$ cat src/rtl/i2c_master.sv
// Single-byte I2C master: START, address+R/W, one data byte (write or read), STOP.
// SCL half-period is CLK_DIV clk cycles; no clock stretching or arbitration.
package i2c_master_pkg;
   typedef logic [7:0] byte_t;
endpackage

module i2c_master
   import i2c_master_pkg::*;
#(
   parameter int CLK_DIV = 4
) (
   input  logic       clk,
   input  logic       reset_n,
   input  logic       start_req,
   input  logic       rw,
   input  logic [6:0] addr,
   input  byte_t      wdata,
   input  logic       sda_in,
   output logic       scl_out,
   output logic       sda_out,
   output logic       busy,
   output logic       done,
   output logic       ack_err,
   output byte_t      rdata
);

   typedef enum logic [3:0] {
      IDLE, START, ADDR, ADDR_ACK, WDATA, WACK, RDATA, MNACK, STOP
   } state_t;

   state_t     state;
   logic [7:0] div;
   logic [1:0] phase;
   logic [2:0] bit_idx;
   byte_t      addr_byte;
   byte_t      wbyte;
   byte_t      rshift;
   logic       rw_lat;
   logic       tick;

   assign tick = (div == 8'(CLK_DIV - 1));

   // Bus sequencer: every output changes at the tick that opens a new half-period
   always_ff @(posedge clk or negedge reset_n) begin
      if (!reset_n) begin
         state     <= IDLE;
         div       <= 8'd0;
         phase     <= 2'd0;
         bit_idx   <= 3'd0;
         addr_byte <= 8'd0;
         wbyte     <= 8'd0;
         rshift    <= 8'd0;
         rw_lat    <= 1'b0;
         scl_out   <= 1'b1;
         sda_out   <= 1'b1;
         busy      <= 1'b0;
         done      <= 1'b0;
         ack_err   <= 1'b0;
         rdata     <= 8'd0;
      end else begin
         done <= 1'b0;
         if (busy) begin
            div <= tick ? 8'd0 : div + 8'd1;
         end else begin
            div <= 8'd0;
         end
         case (state)
            IDLE: begin
               if (start_req) begin
                  addr_byte <= {addr, rw};
                  rw_lat    <= rw;
                  wbyte     <= wdata;
                  ack_err   <= 1'b0;
                  busy      <= 1'b1;
                  div       <= 8'd0;
                  phase     <= 2'd0;
                  state     <= START;
                  scl_out   <= 1'b1;
                  sda_out   <= 1'b0;
               end
            end
            START: begin
               if (tick) begin
                  if (phase == 2'd0) begin
                     phase   <= 2'd1;
                     scl_out <= 1'b0;
                  end else begin
                     phase   <= 2'd0;
                     bit_idx <= 3'd7;
                     sda_out <= addr_byte[7];
                     state   <= ADDR;
                  end
               end
            end
            ADDR, WDATA, RDATA: begin
               if (tick) begin
                  if (phase == 2'd0) begin
                     phase   <= 2'd1;
                     scl_out <= 1'b1;
                     if (state == RDATA) begin
                        rshift <= {rshift[6:0], sda_in};
                     end
                  end else begin
                     phase   <= 2'd0;
                     scl_out <= 1'b0;
                     if (bit_idx != 3'd0) begin
                        bit_idx <= bit_idx - 3'd1;
                        case (state)
                           ADDR:    sda_out <= addr_byte[bit_idx - 3'd1];
                           WDATA:   sda_out <= wbyte[bit_idx - 3'd1];
                           default: sda_out <= 1'b1;
                        endcase
                     end else begin
                        sda_out <= 1'b1;
                        case (state)
                           ADDR:    state <= ADDR_ACK;
                           WDATA:   state <= WACK;
                           default: state <= MNACK;
                        endcase
                     end
                  end
               end
            end
            ADDR_ACK, WACK: begin
               if (tick) begin
                  if (phase == 2'd0) begin
                     phase   <= 2'd1;
                     scl_out <= 1'b1;
                     if (sda_in) begin
                        ack_err <= 1'b1;
                     end
                  end else begin
                     phase   <= 2'd0;
                     scl_out <= 1'b0;
                     // ack_err was cleared on accept, so here it means address NACK
                     if ((state == ADDR_ACK) && !ack_err) begin
                        bit_idx <= 3'd7;
                        if (rw_lat) begin
                           sda_out <= 1'b1;
                           state   <= RDATA;
                        end else begin
                           sda_out <= wbyte[7];
                           state   <= WDATA;
                        end
                     end else begin
                        sda_out <= 1'b0;
                        state   <= STOP;
                     end
                  end
               end
            end
            MNACK: begin
               if (tick) begin
                  if (phase == 2'd0) begin
                     phase   <= 2'd1;
                     scl_out <= 1'b1;
                  end else begin
                     phase   <= 2'd0;
                     scl_out <= 1'b0;
                     sda_out <= 1'b0;
                     state   <= STOP;
                  end
               end
            end
            STOP: begin
               if (tick) begin
                  case (phase)
                     2'd0: begin
                        phase   <= 2'd1;
                        scl_out <= 1'b1;
                     end
                     2'd1: begin
                        phase   <= 2'd2;
                        sda_out <= 1'b1;
                     end
                     default: begin
                        phase <= 2'd0;
                        busy  <= 1'b0;
                        done  <= 1'b1;
                        state <= IDLE;
                        if (rw_lat && !ack_err) begin
                           rdata <= rshift;
                        end
                     end
                  endcase
               end
            end
            default: begin
               state   <= IDLE;
               busy    <= 1'b0;
               phase   <= 2'd0;
               scl_out <= 1'b1;
               sda_out <= 1'b1;
            end
         endcase
      end
   end

endmodule

$ cat config.mk
export PLATFORM = sky130hd
export DESIGN_NAME = i2c_master
export DESIGN_NICKNAME = d
export VERILOG_FILES = /design/src/rtl/i2c_master.sv
export SDC_FILE = /design/constraint.sdc
export NUM_CORES = 1
export LEC_CHECK = 0
export BUFFER_PORTS_ARGS = -buffer_cell sky130_fd_sc_hd__buf_2
export CAP_MARGIN = 20
export CORE_MARGIN = 4
export CORE_UTILIZATION = 61
export DETAILED_ROUTE_END_ITERATION = 8
export GPL_TIMING_DRIVEN = 0
export PLACE_DENSITY = 0.83
export REMOVE_ABC_BUFFERS = 1
export SLEW_MARGIN = 20
export SYNTH_ARGS = -nofsm -noshare
export SYNTH_HDL_FRONTEND = slang
export SYNTH_SLANG_ARGS = --single-unit
$ cat constraint.sdc
create_clock -name clk -period 6.9 [get_ports clk]
set_input_delay 0.69 -clock clk [delete_from_list [all_inputs] [get_ports clk]]
set_output_delay 0.69 -clock clk [all_outputs]
set_load 0.005 [all_outputs]
Word level (Yosys, flattened, before mapping)
Cells that the tools add are included.

operators by class
  add/sub/neg operators = 2
  multipliers = 0
  divide/modulo/power cells = 0
  order comparisons = 1
  equal/unequal tests = 31
  shift operators = 0
  muxes and demuxes = 73
  bitwise operators = 2
  reductions and logical operators = 23

operators with widths
  kind                   number
  $mux W4                13
  $ne A2 B2 Y1 const B   19
  $mux W1                32
  $mux W8                4
  $mux W3                8
  $pmux W4 S6            1
  $eq A4 B3 Y1 const B   4
  $reduce_and A12 Y1     1
  $reduce_and A4 Y1      3
  $reduce_and A11 Y1     1
  $pmux W3 S3            1
  $reduce_and A9 Y1      1
  $add A8 B1 Y8 const B  1
  $eq A4 B2 Y1 const B   2
  $eq A8 B2 Y1 const B   1
  $mux W2                4
  $reduce_or A7 Y1       1
  $bmux W1 S3            2
  $pmux W1 S6            1
  $pmux W2 S3            1
  $pmux W3 S2            1
  $reduce_and A6 Y1      1
  $reduce_bool A3 Y1     2
  $reduce_or A6 Y1       1
  21 further kinds       26

storage, ports and cells
  register bits after elaboration = 55
  latch bits = 0
  RAM bits = 0
  memory bits (read-only) = 0
  input port bits = 20
  word-level logic and storage cells = 146
  memories = 0

Longest topological paths before layout
  word-level depth = 8
  depth in mapped cells = 9

Worst setup path before layout
Ideal clock, no wire load.

  path kind = register -> register
  start point = reg bit_idx[0]
  end point = reg sda_out
  setup time = 0.082 ns
  data arrival time = 2.240 ns
  slack = 4.578 ns
  cell stages (with the launch flop) = 9
  path buffers = 1
  clock period less this slack = 2.322 ns
  path through = dfrtp_1 -> clkbuf_1 -> inv_1 -> ha_1 -> mux4_2 -> o41ai_1 -> or3_1 -> o21ai_0 -> mux2_2

between the ends
  word-level cells in the longest chain between the ends = 8

ends and longest elaborated chain
  item                            RTL line  source
  start, declared                 34        logic [2:0] bit_idx;
  start signal, assigned          107       bit_idx <= bit_idx - 3'd1;
  $sub A3 B1 Y3                   109, 110
  $bmux W1 S3 (on tied branches)  110, 109
  $mux W1 (on tied branches)      110, 109
  $pmux W1 S2                     108       case (state)
  $mux W1 (*)                     106       if (bit_idx != 3'd0) begin
  $mux W1 (*)                     97        if (phase == 2'd0) begin
  $mux W1 (*)                     96        if (tick) begin
  $pmux W1 S6 (*)                 67        case (state)
  end signal, assigned            90        sda_out <= addr_byte[7];
  end signal, assigned            109       ADDR: sda_out <= addr_byte[bit_idx - 3'd1];
  end signal, assigned            110       WDATA: sda_out <= wbyte[bit_idx - 3'd1];
  end, declared                   20        output logic sda_out,

Mark *: on every way between the ends. The rest lies on a longest branch, timed or not. The select of a mux whose other input is x is not followed.
A chain may end at the register's enable or synchronous reset.

Worst setup path after layout
  start point = reg state[3]
  end point = reg state[3]

between the ends
  word-level cells in the longest chain between the ends = 6

ends and longest elaborated chain
  item                    RTL line  source
  start, declared         31        state_t state;
  start signal, assigned  46        state <= IDLE;
  start signal, assigned  77        state <= START;
  start signal, assigned  91        state <= ADDR;
  $eq A4 B2 Y1            67, 136
  $logic_and A1 B1 Y1     136       if ((state == ADDR_ACK) && !ack_err) begin
  $mux W4                 136
  $mux W4                 126       if (phase == 2'd0) begin
  $mux W4                 125       if (tick) begin
  $pmux W4 S6             67

Parallel ways exist; a longest one is shown, timed or not. The select of a mux whose other input is x is not followed.

==> results.md <==
* Final setup vio count at 0
* Fmax at 383.0 MHz
* Type of origin of the critical path: flip-flop
* Critical path arrival at 2.81 ns
* Post-Route WL at 4.705 mm
* Antenna violations before repair at 0
* Crit path cell chain: or4b_2 > o31a_1 > o22ai_1 > or3_1 > mux2_4
* Sw frac at 22.16%
* Wire per inst at 15.43 µm
* Mapped cell area at 2743 µm²
* Syn avg cell area at 12.03 µm²
* Status: completed
* Commonest non-fill, non-tap cell in the layout: dfrtp_1
* Top Ports at 33
* Fin worst setup slack at 4.289 ns
* P_sw at 0.1147 mW
* Number of nets in the layout at 275
* Crit Path Category: reg2reg
* Post-synth cell types at 48
* Comb power frac at 3.6%
* Inserted Diodes at 0
* Final-report max-slew violation count at 0
* CP max stage delay at 0.95 ns
* Yosys reg bits at 54
* CTS buffer count at 5
* CTS clk-pin slew, worst paths at 0.09 ns
* Starting Density at 62.99%
* DR vias at 1811
* Top delay family on crit path: flip-flops
* Synth Instances at 228
* Crit end category: flip-flop
* Post-CTS sizing at 0
* First-pass GRT wire length at 8.155 mm
* Placement Cell Area at 2885 µm²
* CP max-delay cell: dfrtp_1
* Synth top area cells: dfrtp_1 47%, mux2_2 15%, mux4_2 3.3%
* Core area at 4354 µm²
* Post-synth EDFFs at 0
* All-Layer GR Usage at 18.81%
* Post-CTS Setup Repair Bufs at 0
* CTS Hold Bufs at 0
* Buf+Inv Stages, Crit Path at 0
* Area grow syn2layout at 8.349%
* RSZ-0062 raised after global routing: no
* H-tree levels at 2
* CTS sink count at 54
* Max VDD drop at 0.1446 mV
* Setup TNS at 0 ns
* Initial DRC count at 108
* Seq pwr share at 62.6%
* Clock share of power at 33.8%
* Final Hold Viols at 0
* FF-to-FF setup slack at 4.29 ns
* DRC viols at 0
* Place WS at 4.324 ns
* Critical-path maximum fanout at 31
* DP HPWL at 3.246 mm
* Cell-internal power at 0.4032 mW
* Post-synth top area share at 47.45%
* Layout cells sized above 1 at 35.97%
* Die X-Extent at 75.06 µm
* Sequential area share after synthesis at 49.36%
* Die height at 75.06 µm
* Period utilization at 37.84%
* Grt ovf at 0
* Relative slew slack at 39.09%
* Post-synth top flop: dfrtp_1
* Design Area, Final at 2972 µm²
* PwrDens at 174.3 nW/µm²
* CTS tree: built
* P_leak at 1.369 nW
* Largest net degree at the start of global routing at 55
* GPL Wtd Cong at 0.8393
* Worst Hold Class: in2async
* Yosys warns at 0
* Port-buffer cells at 32
* Layout Skew at 0.003143 ns
* Slew @ Worst Pin at 0.9136 ns
* Post-synth top area cell: dfrtp_1
* Drt pass-1 iters at 4
* Vias per inst at 5.938
* Most frequent cells in the layout: 52 x dfrtp_1, 37 x mux2_2, 31 x buf_2
* Worst-skew pair later-pin latency at 0.30 ns
* Clock buffer depth at 2
* Hold slack at 0.4075 ns
* Ys async rst share at 100.0%
* Die Area at 5633 µm²
* Finished Layout Cells at 305
* Fin crit period at 2.611 ns
* Number of global-route vias before repair at 1737
* Placed cell count at 297
* Post-route ant nets at 0
* Clk root buf: clkbuf_8
* Cell row count at 24
* CP required at 7.10 ns
* Max-cap violations at 0
-- layer usage --
metal  vias to the layer above  global-route usage, %  wire length [µm]
li1                        881                      -                 -
met1                       885                  26.22              2141
met2                        39                  29.59              2275
met3                         6                  4.406               230
met4                         0                  5.336                58
met5                         -                      0                 0
-- power by group through the flow --
| stage | Sequential, mW | Combinational (mW) | Clock, mW |
|---|---|---|---|
| finish | 0.324 | 0.0187 | 0.175 |
| CTS | 0.324 | 0.0194 | 0.177 |
| global placement | 0.330 | 0.0187 | 0 |
| detailed placement | 0.331 | 0.0194 | 0 |
| global route | 0.325 | 0.0218 | 0.190 |
| floorplan | 0.329 | 0.00691 | 0 |
-- layout make-up --
class,count,area [µm²]
fill,320,1383
sequential,54,1354
multi-input combinational,155,1289
timing repair buffer,32,162.7
clock buffer,6,72.57
tap,52,65.06
inverter,4,15.01
clock inverter,2,13.76
-- final timing paths --
kind,from,to,cells after the start
max reg2reg,state[3],state[3],5
min,reset_n,div[6],1
min in group clk,div[0],div[0],1
max,state[3],state[3],5
max in group asynchronous,reset_n,state[2],1
min reg2reg,div[0],div[0],1
-- synthesized netlist by cell type, drive strengths merged (3+ instances only) --
master	n
buf	6
or3	7
a21oi	4
o21ai	5
mux2	39
nand3	6
nand2	14
clkbuf	9
ha	3
nor3	7
and3	4
nor4	6
xnor2	6
nor2	15
mux4	4
or4b	3
o21a	3
inv	4
dfrtp	52
-- kinds of logic (layout without fill, tap and decap cells) --
group           Yosys count  after routing  share of synthesized area [%]
compound gates           26             26                          6.798
xor+xnor                  8              8                          3.239
fa+ha+maj                 3              3                          1.369
buf+inv                  19             44                          3.649
flops                    54             54                          49.36
mux                      44             44                          19.94
simple gates             74             74                          15.65
-- state kept, by name, summed over array words and instances, names as in the netlist --
register   count
rdata          8
done           1
bit_idx        3
ack_err        1
busy           1
scl_out        1
addr_byte      8
sda_out        1
state          4
rshift         8
div            8
phase          2
wbyte          8
-- stage by stage --
step	total power, mW	utilization [%]
6_report	0.5179	68.25
5_1_grt	0.5370	68.25
4_1_cts	0.5212	68.25
3_5_place_dp	0.3500	66.26
3_3_place_gp	0.3490	66.21
2_1_floorplan	0.3363	-
(Power assumes the default switching activity.)
